<file path="config.mk">
export PLATFORM = sky130hd
export DESIGN_NAME = glitch_seq
export DESIGN_NICKNAME = d
export VERILOG_FILES = /design/src/rtl/glitch_pkg.sv /design/src/rtl/trig_sync.sv /design/src/rtl/glitch_seq.sv
export SDC_FILE = /design/constraint.sdc
export NUM_CORES = 1
export LEC_CHECK = 0
export ABC_AREA = 1
export BUFFER_PORTS_ARGS = -buffer_cell sky130_fd_sc_hd__buf_2
export CORE_ASPECT_RATIO = 1.4
export CORE_MARGIN = 4
export CORE_UTILIZATION = 64
export CTS_BUF_LIST = sky130_fd_sc_hd__clkbuf_2
export DETAILED_ROUTE_END_ITERATION = 6
export GPL_TIMING_DRIVEN = 0
export PLACE_DENSITY = 0.86
export SETUP_SLACK_MARGIN = 0.2
export SYNTH_ARGS = -nofsm -noshare
export SYNTH_HDL_FRONTEND = slang
export SYNTH_SLANG_ARGS = --single-unit
</file>
<file path="constraint.sdc">
create_clock -name clk -period 5.53 [get_ports clk]
set_input_delay 1.106 -clock clk [delete_from_list [all_inputs] [get_ports clk]]
set_output_delay 1.106 -clock clk [all_outputs]
set_load 0.01 [all_outputs]
</file>
<file path="src/rtl/glitch_pkg.sv">
`default_nettype none
// ============================================================================
// glitch_pkg : sequencer state encoding, edge-select codes, default sizes
// Rev 1.0
// ============================================================================
package glitch_pkg;

   localparam int DEF_CNT_W       = 32;
   localparam int DEF_NP_W        = 8;
   localparam int DEF_SYNC_STAGES = 2;

   localparam logic EDGE_RISE = 1'b0;
   localparam logic EDGE_FALL = 1'b1;

   typedef enum logic [2:0] {
      S_IDLE  = 3'd0,
      S_ARMED = 3'd1,
      S_DELAY = 3'd2,
      S_PULSE = 3'd3,
      S_GAP   = 3'd4,
      S_DONE  = 3'd5
   } state_e;

endpackage
`default_nettype wire

</file>
<file path="src/rtl/trig_sync.sv">
`default_nettype none
// ============================================================================
// trig_sync : trigger synchroniser with selectable rising/falling edge pulse
// Rev 1.0
// ============================================================================
module trig_sync
   import glitch_pkg::*;
#(
   parameter int SYNC_STAGES = DEF_SYNC_STAGES
) (
   input  logic clk,
   input  logic rst,
   input  logic i_trigger,
   input  logic i_edge_sel,
   output logic o_edge
);

   logic [SYNC_STAGES-1:0] sync_q, sync_d;
   logic                   prev_q, prev_d;
   logic                   w_cur;

   assign w_cur = sync_q[SYNC_STAGES-1];

   always_comb begin
      sync_d = {sync_q[SYNC_STAGES-2:0], i_trigger};
      prev_d = w_cur;
   end

   // Clearing prev together with the chain keeps the first cycle after reset edge-free.
   always_ff @(posedge clk) begin
      if (rst) begin
         sync_q <= '0;
         prev_q <= 1'b0;
      end else begin
         sync_q <= sync_d;
         prev_q <= prev_d;
      end
   end

   assign o_edge = (i_edge_sel == EDGE_FALL) ? (prev_q & ~w_cur) : (~prev_q & w_cur);

endmodule
`default_nettype wire

</file>
<file path="src/rtl/glitch_seq.sv">
`default_nettype none
// ============================================================================
// glitch_seq : armed, trigger-delayed burst generator of timed glitch pulses
// Rev 1.0
// ============================================================================
module glitch_seq
   import glitch_pkg::*;
#(
   parameter int CNT_W       = DEF_CNT_W,
   parameter int NP_W        = DEF_NP_W,
   parameter int SYNC_STAGES = DEF_SYNC_STAGES
) (
   input  logic             clk,
   input  logic             rst,
   input  logic             trigger,
   input  logic             trig_edge,
   input  logic             arm,
   input  logic             abort,
   input  logic [CNT_W-1:0] delay,
   input  logic [CNT_W-1:0] width,
   input  logic [CNT_W-1:0] gap,
   input  logic [NP_W-1:0]  count,
   output logic             glitch,
   output logic             armed,
   output logic             delay_ind,
   output logic             done
);

   state_e           state_q, state_d;
   logic [CNT_W-1:0] cnt_q, cnt_d;
   logic [NP_W-1:0]  left_q, left_d;
   logic [CNT_W-1:0] cfg_delay_q, cfg_delay_d;
   logic [CNT_W-1:0] cfg_width_q, cfg_width_d;
   logic [CNT_W-1:0] cfg_gap_q, cfg_gap_d;
   logic [NP_W-1:0]  cfg_count_q, cfg_count_d;
   logic             cfg_edge_q, cfg_edge_d;
   logic             glitch_q, glitch_d;
   logic             armed_q, armed_d;
   logic             delay_ind_q, delay_ind_d;
   logic             done_q, done_d;

   logic             w_edge;
   logic [CNT_W-1:0] w_width_m1;
   logic [CNT_W-1:0] w_gap_m1;

   trig_sync #(
      .SYNC_STAGES (SYNC_STAGES)
   ) u_trig_sync (
      .clk        (clk),
      .rst        (rst),
      .i_trigger  (trigger),
      .i_edge_sel (cfg_edge_q),
      .o_edge     (w_edge)
   );

   // Zero width/gap behave as one cycle; counters hold "cycles remaining minus one".
   assign w_width_m1 = (cfg_width_q == '0) ? '0 : cfg_width_q - CNT_W'(1);
   assign w_gap_m1   = (cfg_gap_q   == '0) ? '0 : cfg_gap_q   - CNT_W'(1);

   always_comb begin
      state_d     = state_q;
      cnt_d       = cnt_q;
      left_d      = left_q;
      cfg_delay_d = cfg_delay_q;
      cfg_width_d = cfg_width_q;
      cfg_gap_d   = cfg_gap_q;
      cfg_count_d = cfg_count_q;
      cfg_edge_d  = cfg_edge_q;

      case (state_q)
         S_IDLE, S_DONE: begin
            if (arm && !abort) begin
               cfg_delay_d = delay;
               cfg_width_d = width;
               cfg_gap_d   = gap;
               cfg_count_d = count;
               cfg_edge_d  = trig_edge;
               state_d     = S_ARMED;
            end
         end
         S_ARMED: begin
            if (w_edge) begin
               if (cfg_count_q == '0) begin
                  state_d = S_DONE;
               end else if (cfg_delay_q == '0) begin
                  state_d = S_PULSE;
                  cnt_d   = w_width_m1;
                  left_d  = cfg_count_q - NP_W'(1);
               end else begin
                  state_d = S_DELAY;
                  cnt_d   = cfg_delay_q - CNT_W'(1);
               end
            end
         end
         S_DELAY: begin
            if (cnt_q == '0) begin
               state_d = S_PULSE;
               cnt_d   = w_width_m1;
               left_d  = cfg_count_q - NP_W'(1);
            end else begin
               cnt_d = cnt_q - CNT_W'(1);
            end
         end
         S_PULSE: begin
            if (cnt_q != '0) begin
               cnt_d = cnt_q - CNT_W'(1);
            end else if (left_q == '0) begin
               state_d = S_DONE;
            end else begin
               state_d = S_GAP;
               cnt_d   = w_gap_m1;
               left_d  = left_q - NP_W'(1);
            end
         end
         S_GAP: begin
            if (cnt_q == '0) begin
               state_d = S_PULSE;
               cnt_d   = w_width_m1;
            end else begin
               cnt_d = cnt_q - CNT_W'(1);
            end
         end
         default: state_d = S_IDLE;
      endcase

      if (abort) begin
         state_d = S_IDLE;
         cnt_d   = '0;
         left_d  = '0;
      end

      // Indicators are decoded from the next state so they register in step with it.
      glitch_d    = (state_d == S_PULSE);
      armed_d     = (state_d == S_ARMED);
      delay_ind_d = (state_d == S_DELAY) || (state_d == S_PULSE) || (state_d == S_GAP);
      done_d      = (state_d == S_DONE);
   end

   always_ff @(posedge clk) begin
      if (rst) begin
         state_q     <= S_IDLE;
         cnt_q       <= '0;
         left_q      <= '0;
         cfg_delay_q <= '0;
         cfg_width_q <= '0;
         cfg_gap_q   <= '0;
         cfg_count_q <= '0;
         cfg_edge_q  <= EDGE_RISE;
         glitch_q    <= 1'b0;
         armed_q     <= 1'b0;
         delay_ind_q <= 1'b0;
         done_q      <= 1'b0;
      end else begin
         state_q     <= state_d;
         cnt_q       <= cnt_d;
         left_q      <= left_d;
         cfg_delay_q <= cfg_delay_d;
         cfg_width_q <= cfg_width_d;
         cfg_gap_q   <= cfg_gap_d;
         cfg_count_q <= cfg_count_d;
         cfg_edge_q  <= cfg_edge_d;
         glitch_q    <= glitch_d;
         armed_q     <= armed_d;
         delay_ind_q <= delay_ind_d;
         done_q      <= done_d;
      end
   end

   assign glitch    = glitch_q;
   assign armed     = armed_q;
   assign delay_ind = delay_ind_q;
   assign done      = done_q;

endmodule
`default_nettype wire

</file>
=== Word-level counts from Yosys, hierarchy flattened ===
Cells that the tools add are included.

* Logic and storage cells: 87
* Flip-flop bits (word level): 155
* Output and inout port bits: 4
* Bits of input ports: 110

* Muxes and demuxes: 26
* Add/subtract/negate cells: 6
* Bitwise gates (word level): 4
* Reduce and logical (&&, ||, !) cells: 20
* Equality and inequality tests: 17

{| class="wikitable"
|+ Operators by type and width
! kind !! count
|-
| 2-to-1 mux 32 bit || 8
|-
| logical NOT 32 bit || 4
|-
| subtractor 32 x 1 -> 32 bit, second input constant || 4
|-
| one-hot mux 32 bit (3 select lines) || 1
|-
| 2-to-1 mux 8 bit || 6
|-
| nonzero test 32 bit || 1
|-
| one-hot mux 8 bit (3 select lines) || 1
|-
| 2-to-1 mux 3 bit || 6
|-
| logical NOT 8 bit || 2
|-
| subtractor 8 x 1 -> 8 bit, second input constant || 2
|-
| equality test 3 x 2 -> 1 bit, second input constant || 4
|-
| equality test 3 bit, second input constant || 4
|-
| one-hot mux 3 bit (4 select lines) || 1
|-
| inequality test 2 bit, second input constant || 5
|-
| AND reduction 7 bit || 1
|-
| equality test 3 x 1 -> 1 bit, second input constant || 2
|-
| nonzero test 3 bit || 2
|-
| OR reduction 2 bit || 3
|-
| AND reduction 4 bit || 1
|-
| logical NOT 3 bit || 1
|-
| 2-to-1 mux 1 bit || 3
|-
| inequality test 3 bit, second input constant || 1
|-
| bitwise AND 1 bit || 2
|-
| logical OR 1 bit || 2
|-
| 5 further kinds || 6
|}

=== Logic depth before layout (Yosys ltp) ===
* Word-level depth: 9
* Depth in mapped cells: 14
* Mapped depth without buffers: 14

=== Cells and area by module ===
Synthesis repeated with hierarchy kept, for this count alone.

* Cell total of the unflattened synthesis: 1802
* Area total of the unflattened synthesis: 10929.2 sq um

{| class="wikitable"
|+ Modules (own cells, without submodules)
! module !! sequential area each (sq um) !! cells an instance !! area an instance (sq um) !! instances
|-
| glitch_seq || 3042.9 || 1788 || 10825.4 || 1
|-
| trig_sync || 60.1 || 14 || 103.8 || 1
|}

=== Worst setup path after synthesis ===
No wires, ideal clock.

* Path type: input port to flip-flop
* Start: input rst
* End: register cnt_q[0]
* Data required time: 5474 ps
* Library setup time: 56 ps
* Stages: 7
* Path slack: 3309 ps
* Data arrival time: 2165 ps
* Buffers on the path: 2
* Path through: clkbuf_1 > nor2_1 > clkinv_1 > clkbuf_1 > a21oi_1 > nand2_1 > inv_1

* Cells in the longest elaborated chain, start to end: 1

{| class="wikitable"
|+ Ends and longest elaborated chain
! item !! line !! text
|-
| from (decl) || glitch_seq.sv:14 || <nowiki>input logic rst,</nowiki>
|-
| OR reduction 2 bit (no line) || n/a ||
|-
| to (signal assigned) || glitch_seq.sv:155 || <nowiki>cnt_q <= cnt_d;</nowiki>
|-
| to (decl) || glitch_seq.sv:30 || <nowiki>logic [CNT_W-1:0] cnt_q, cnt_d;</nowiki>
|}

No other way between the ends.
A chain may end at the register's enable or synchronous reset.

=== Final worst setup path ===
* Start: register cfg_delay_q[0]
* End: register cnt_q[0]

* Cells in the longest elaborated chain, start to end: 5

{| class="wikitable"
|+ Ends and longest elaborated chain
! item !! line !! text
|-
| from (decl) || glitch_seq.sv:32 || <nowiki>logic [CNT_W-1:0] cfg_delay_q, cfg_delay_d;</nowiki>
|-
| from (signal assigned) || glitch_seq.sv:157 || <nowiki>cfg_delay_q <= cfg_delay_d;</nowiki>
|-
| subtractor 32 x 1 -> 32 bit or logical NOT 32 bit (tied branches) || glitch_seq.sv:91, glitch_seq.sv:85 ||
|-
| 2-to-1 mux 32 bit (*) || glitch_seq.sv:85 || <nowiki>end else if (cfg_delay_q == '0) begin</nowiki>
|-
| 2-to-1 mux 32 bit (*) || glitch_seq.sv:83 || <nowiki>if (cfg_count_q == '0) begin</nowiki>
|-
| 2-to-1 mux 32 bit (*) || glitch_seq.sv:82 || <nowiki>if (w_edge) begin</nowiki>
|-
| one-hot mux 32 bit (3 select lines) (*) || glitch_seq.sv:70 || <nowiki>case (state_q)</nowiki>
|}

Mark *: on every way between the ends. The rest lies on a longest branch, timed or not. The select of a mux whose other input is x is not followed.

==> key figures <==
Status
  – Status: finished, final reports clean

Place
  – PortBufs: 112
  – Dpl hpwl: ~33000 um
  – Gp weighted congestion: 1.122
  – Placed Instance Area: 0.01165 mm^2

Die
  – Die area: around 0.019 mm^2
  – Row Count: 56
  – Core area: about 0.017 mm^2
  – Die Height: between 150 and 200 um
  – Ports: ~110
  – Starting density of the core: 0.6498
  – Die Wd: roughly 120 um

Final layout
  – Synthesis-to-layout area growth: 9.769%
  – Layout cells sized above 1: 0.1043
  – Fin nets: around 2100
  – Util after Layout: 0.7132
  – Multi-input logic area: 0.006659 mm^2
  – Fillers: roughly 1500
  – Fin area: between 0.01 and 0.015 mm^2
  – FF/Latch Area: a little over 0.003 mm^2

STA
  – Tcrit/Tclk final: 0.5583
  – Worst-Margin Slew: 1.152 ns
  – Fmax: 323.9 MHz
  – Max-slew violation count: 0
  – Relative slew slack: 0.2237
  – Setup violators final: 0
  – Final Critical Period: a little over 3 ns
  – RSZ-0062 raised after global routing: false
  – Hold violation count in the final report: 0
  – Setup_tns: 0 ns
  – Clk_skew: between 0.02 and 0.03 ns

Synth
  – Post-synth EDFFs: 0
  – Post-synthesis sequential area ratio: 0.2864
  – Yosys top cell by area: dfxtp_1
  – Post-synthesis register bit count: approximately 160
  – Post-synth top cells: 392 x nand2_1, 349 x nor2_1, 195 x inv_1
  – Synth warn: 0
  – Synth top area cells: dfxtp_1 29%, nand2_1 14%, nor2_1 12%
  – Mean Syn Cell Area: approximately 6 um^2
  – Top cell type's share of synthesized area: 0.2864
  – Post-Synthesis Cells: ~1800
  – Post-Syn Area: around 0.011 mm^2
  – Synth Flop Type: dfxtp_1
  – Asr flop ratio synth: 0
  – Most common cell in the netlist: nand2_1
  – Synth cell types: 43
  – Syn nets: 1950

Critical path
  – CP bufs+invs: 3
  – Max stage delay on crit path: roughly 0.95 ns
  – Critical Path RT: 6.29 ns
  – Worst reg2reg startpoint: cfg_delay_q[0]$_SDFFE_PP0P_
  – Crit start category: flop
  – Family with the most delay on the worst path: compound AO/OA/AOI/OAI gates
  – Kind of critical path: flop to flop
  – Worst path slowest cell: o21ai_0
  – Critical path cell sequence: inv_1 -> ha_1 -> nand3_1 -> or2_1 -> nor2_1 -> nand2_1 -> clkbuf_1 -> o21ai_0 -> nand3_1 -> nand2_1 -> inv_1
  – CP Capture Type: flop
  – Max FO, Critical Path: 10
  – Crit path from: cfg_delay_q[0]$_SDFFE_PP0P_
  – Critical Path AT: 3.85 ns

Clocking
  – Clock buffer depth: 2
  – Postcts setup bufs: 0
  – CTS tree: built
  – Post_cts resized: 0
  – CTS root buffer: clkbuf_2
  – Clk sinks: around 160
  – Clock Pin Slew Worst Setup and Hold Paths: 0.26 ns
  – CTS buffer count: 17
  – Worst-Skew Late Latency: between 0.8 and 0.9 ns
  – # hold bufs at CTS: 0
  – H-tree Lvls: 4

Routing
  – # DRC: 0
  – DR vias: between 10000 and 15000
  – Post-DRT Antenna Nets: 0
  – DR iter-0 viols: about 1800
  – Post-DR vias/cell: 6.051
  – First-pass DRT Iterations: 6
  – Wirelength, routed: between 40000 and 50000 um
  – Avg WL per Cell: ~19 um

Global routing
  – Global-route wire length before repair: between 60000 and 70000 um
  – Total Routing Usage GR: 0.4263
  – Initial antenna violation count: 2
  – Grt total ovfl: 0
  – Largest net degree at the start of global routing: 17
  – Vias in the first global route: 12200

Power
  – Peak supply drop: between 0.0002 and 0.0003 V
  – Final Power: 3.084 mW
  – PD cells: roughly 260 mW/mm^2
  – Leak pwr: approximately 5.8 nW

Run
  – Total of max-cap violations: 0

Worst hold path
  – Worst Hold Launch: u_trig_sync.sync_q[0]$_SDFF_PP0_
  – Min-delay worst type: flop to flop
==> final timing paths <==
check / slack, ns / to / cells after the start
worst max-delay path: 2.44 / cnt_q[0]$_SDFFE_PP0P_ / 11
worst min register to register: 0.42 / u_trig_sync.sync_q[1]$_SDFF_PP0_ / 2
worst min-delay path: 0.42 / u_trig_sync.sync_q[1]$_SDFF_PP0_ / 2
worst max register to register: 2.44 / cnt_q[0]$_SDFFE_PP0P_ / 11
==> layout by cell type (no fill, tap or decap), drive strengths merged <==
master / count
bufinv: 1
buf: 138
a31oi: 4
or2: 1
nor3: 14
o21a: 5
o22ai: 3
xor2: 63
a21oi: 141
a22oi: 1
nand3: 163
and3: 1
inv: 208
o21bai: 1
nand2: 397
diode: 1
clkinvlp: 1
ha: 9
clkbuf: 60
nor2: 365
o21ai: 189
and2: 3
nand3b: 5
nand4: 30
xnor2: 7
dfxtp: 155
clkinv: 5
o211ai: 3
nor4: 1
a21o: 1
==> flip-flops by register name (all words and copies together), names as in the netlist, 2 cells and up <==
register,flops
cfg_delay_q,32
cfg_gap_q,32
cfg_width_q,32
cnt_q,32
cfg_count_q,8
left_q,8
state_q,3
u_trig_sync.sync_q,2
==> routing by layer <==
metal  vias to the layer above  wire [um]  track usage  part of all wire
li1                       6161          -            -                 -
met1                      5890      14350       0.4603              0.35
met2                       870      18940       0.7223              0.46
met3                       265       4615       0.1184              0.11
met4                         0       3539       0.2987             0.085
met5                         -          0            0                 0
==> report_power, final <==
| part | switching (mW) | internal (mW) | leakage (nW) |
|---|---|---|---|
| clock network | 0.492 | 0.186 | 0.147 |
| registers | 0.0665 | 1.18 | 1.27 |
| logic | 0.818 | 0.336 | 4.40 |
| total | 1.38 | 1.71 | 5.81 |
==> stage by stage <==
stage                     setup slack [ns]  std cells  hold WS, ns
after floorplan                      3.309       1831       0.3883
after global placement               2.562       2146       0.3913
after detailed placement             2.518       2146       0.3940
after CTS                            3.012       2178       0.4215
after global routing                 2.382       2179       0.4463
final                                2.443       2179       0.4213
==> area by class of cell <==
class	instances	share of cell area
clock inverter	14	0.01273
inverter	201	0.06343
clock buffer	18	0.007574
tap	203	0.02135
multi-input combinational	1407	0.5599
buffer	68	0.02683
sequential	155	0.2609
antenna	1	0.0002104
timing repair buffer	112	0.04713
==> logic make-up (layout without fill, tap and decap cells) <==
kind of cell             count (synthesis)  after routing  share of synthesized area
adder cells (fa/ha/maj)                  9              9                    0.01039
XOR/XNOR                                70             70                    0.05658
buffers and inverters                  269            413                    0.09908
flip-flops                             155            155                     0.2864
AND/OR/NAND/NOR                        980            980                     0.3814
other                                    0              1                          0
AO/OA/AOI/OAI                          348            348                     0.1662
==> worst min-delay path, stage by stage, from the launching register on <==
cell	delay [ns]
dfxtp_1	0.36
inv_1	0.04
nor2_1	0.03
Note: power is estimated with default switching activity, not from simulation.
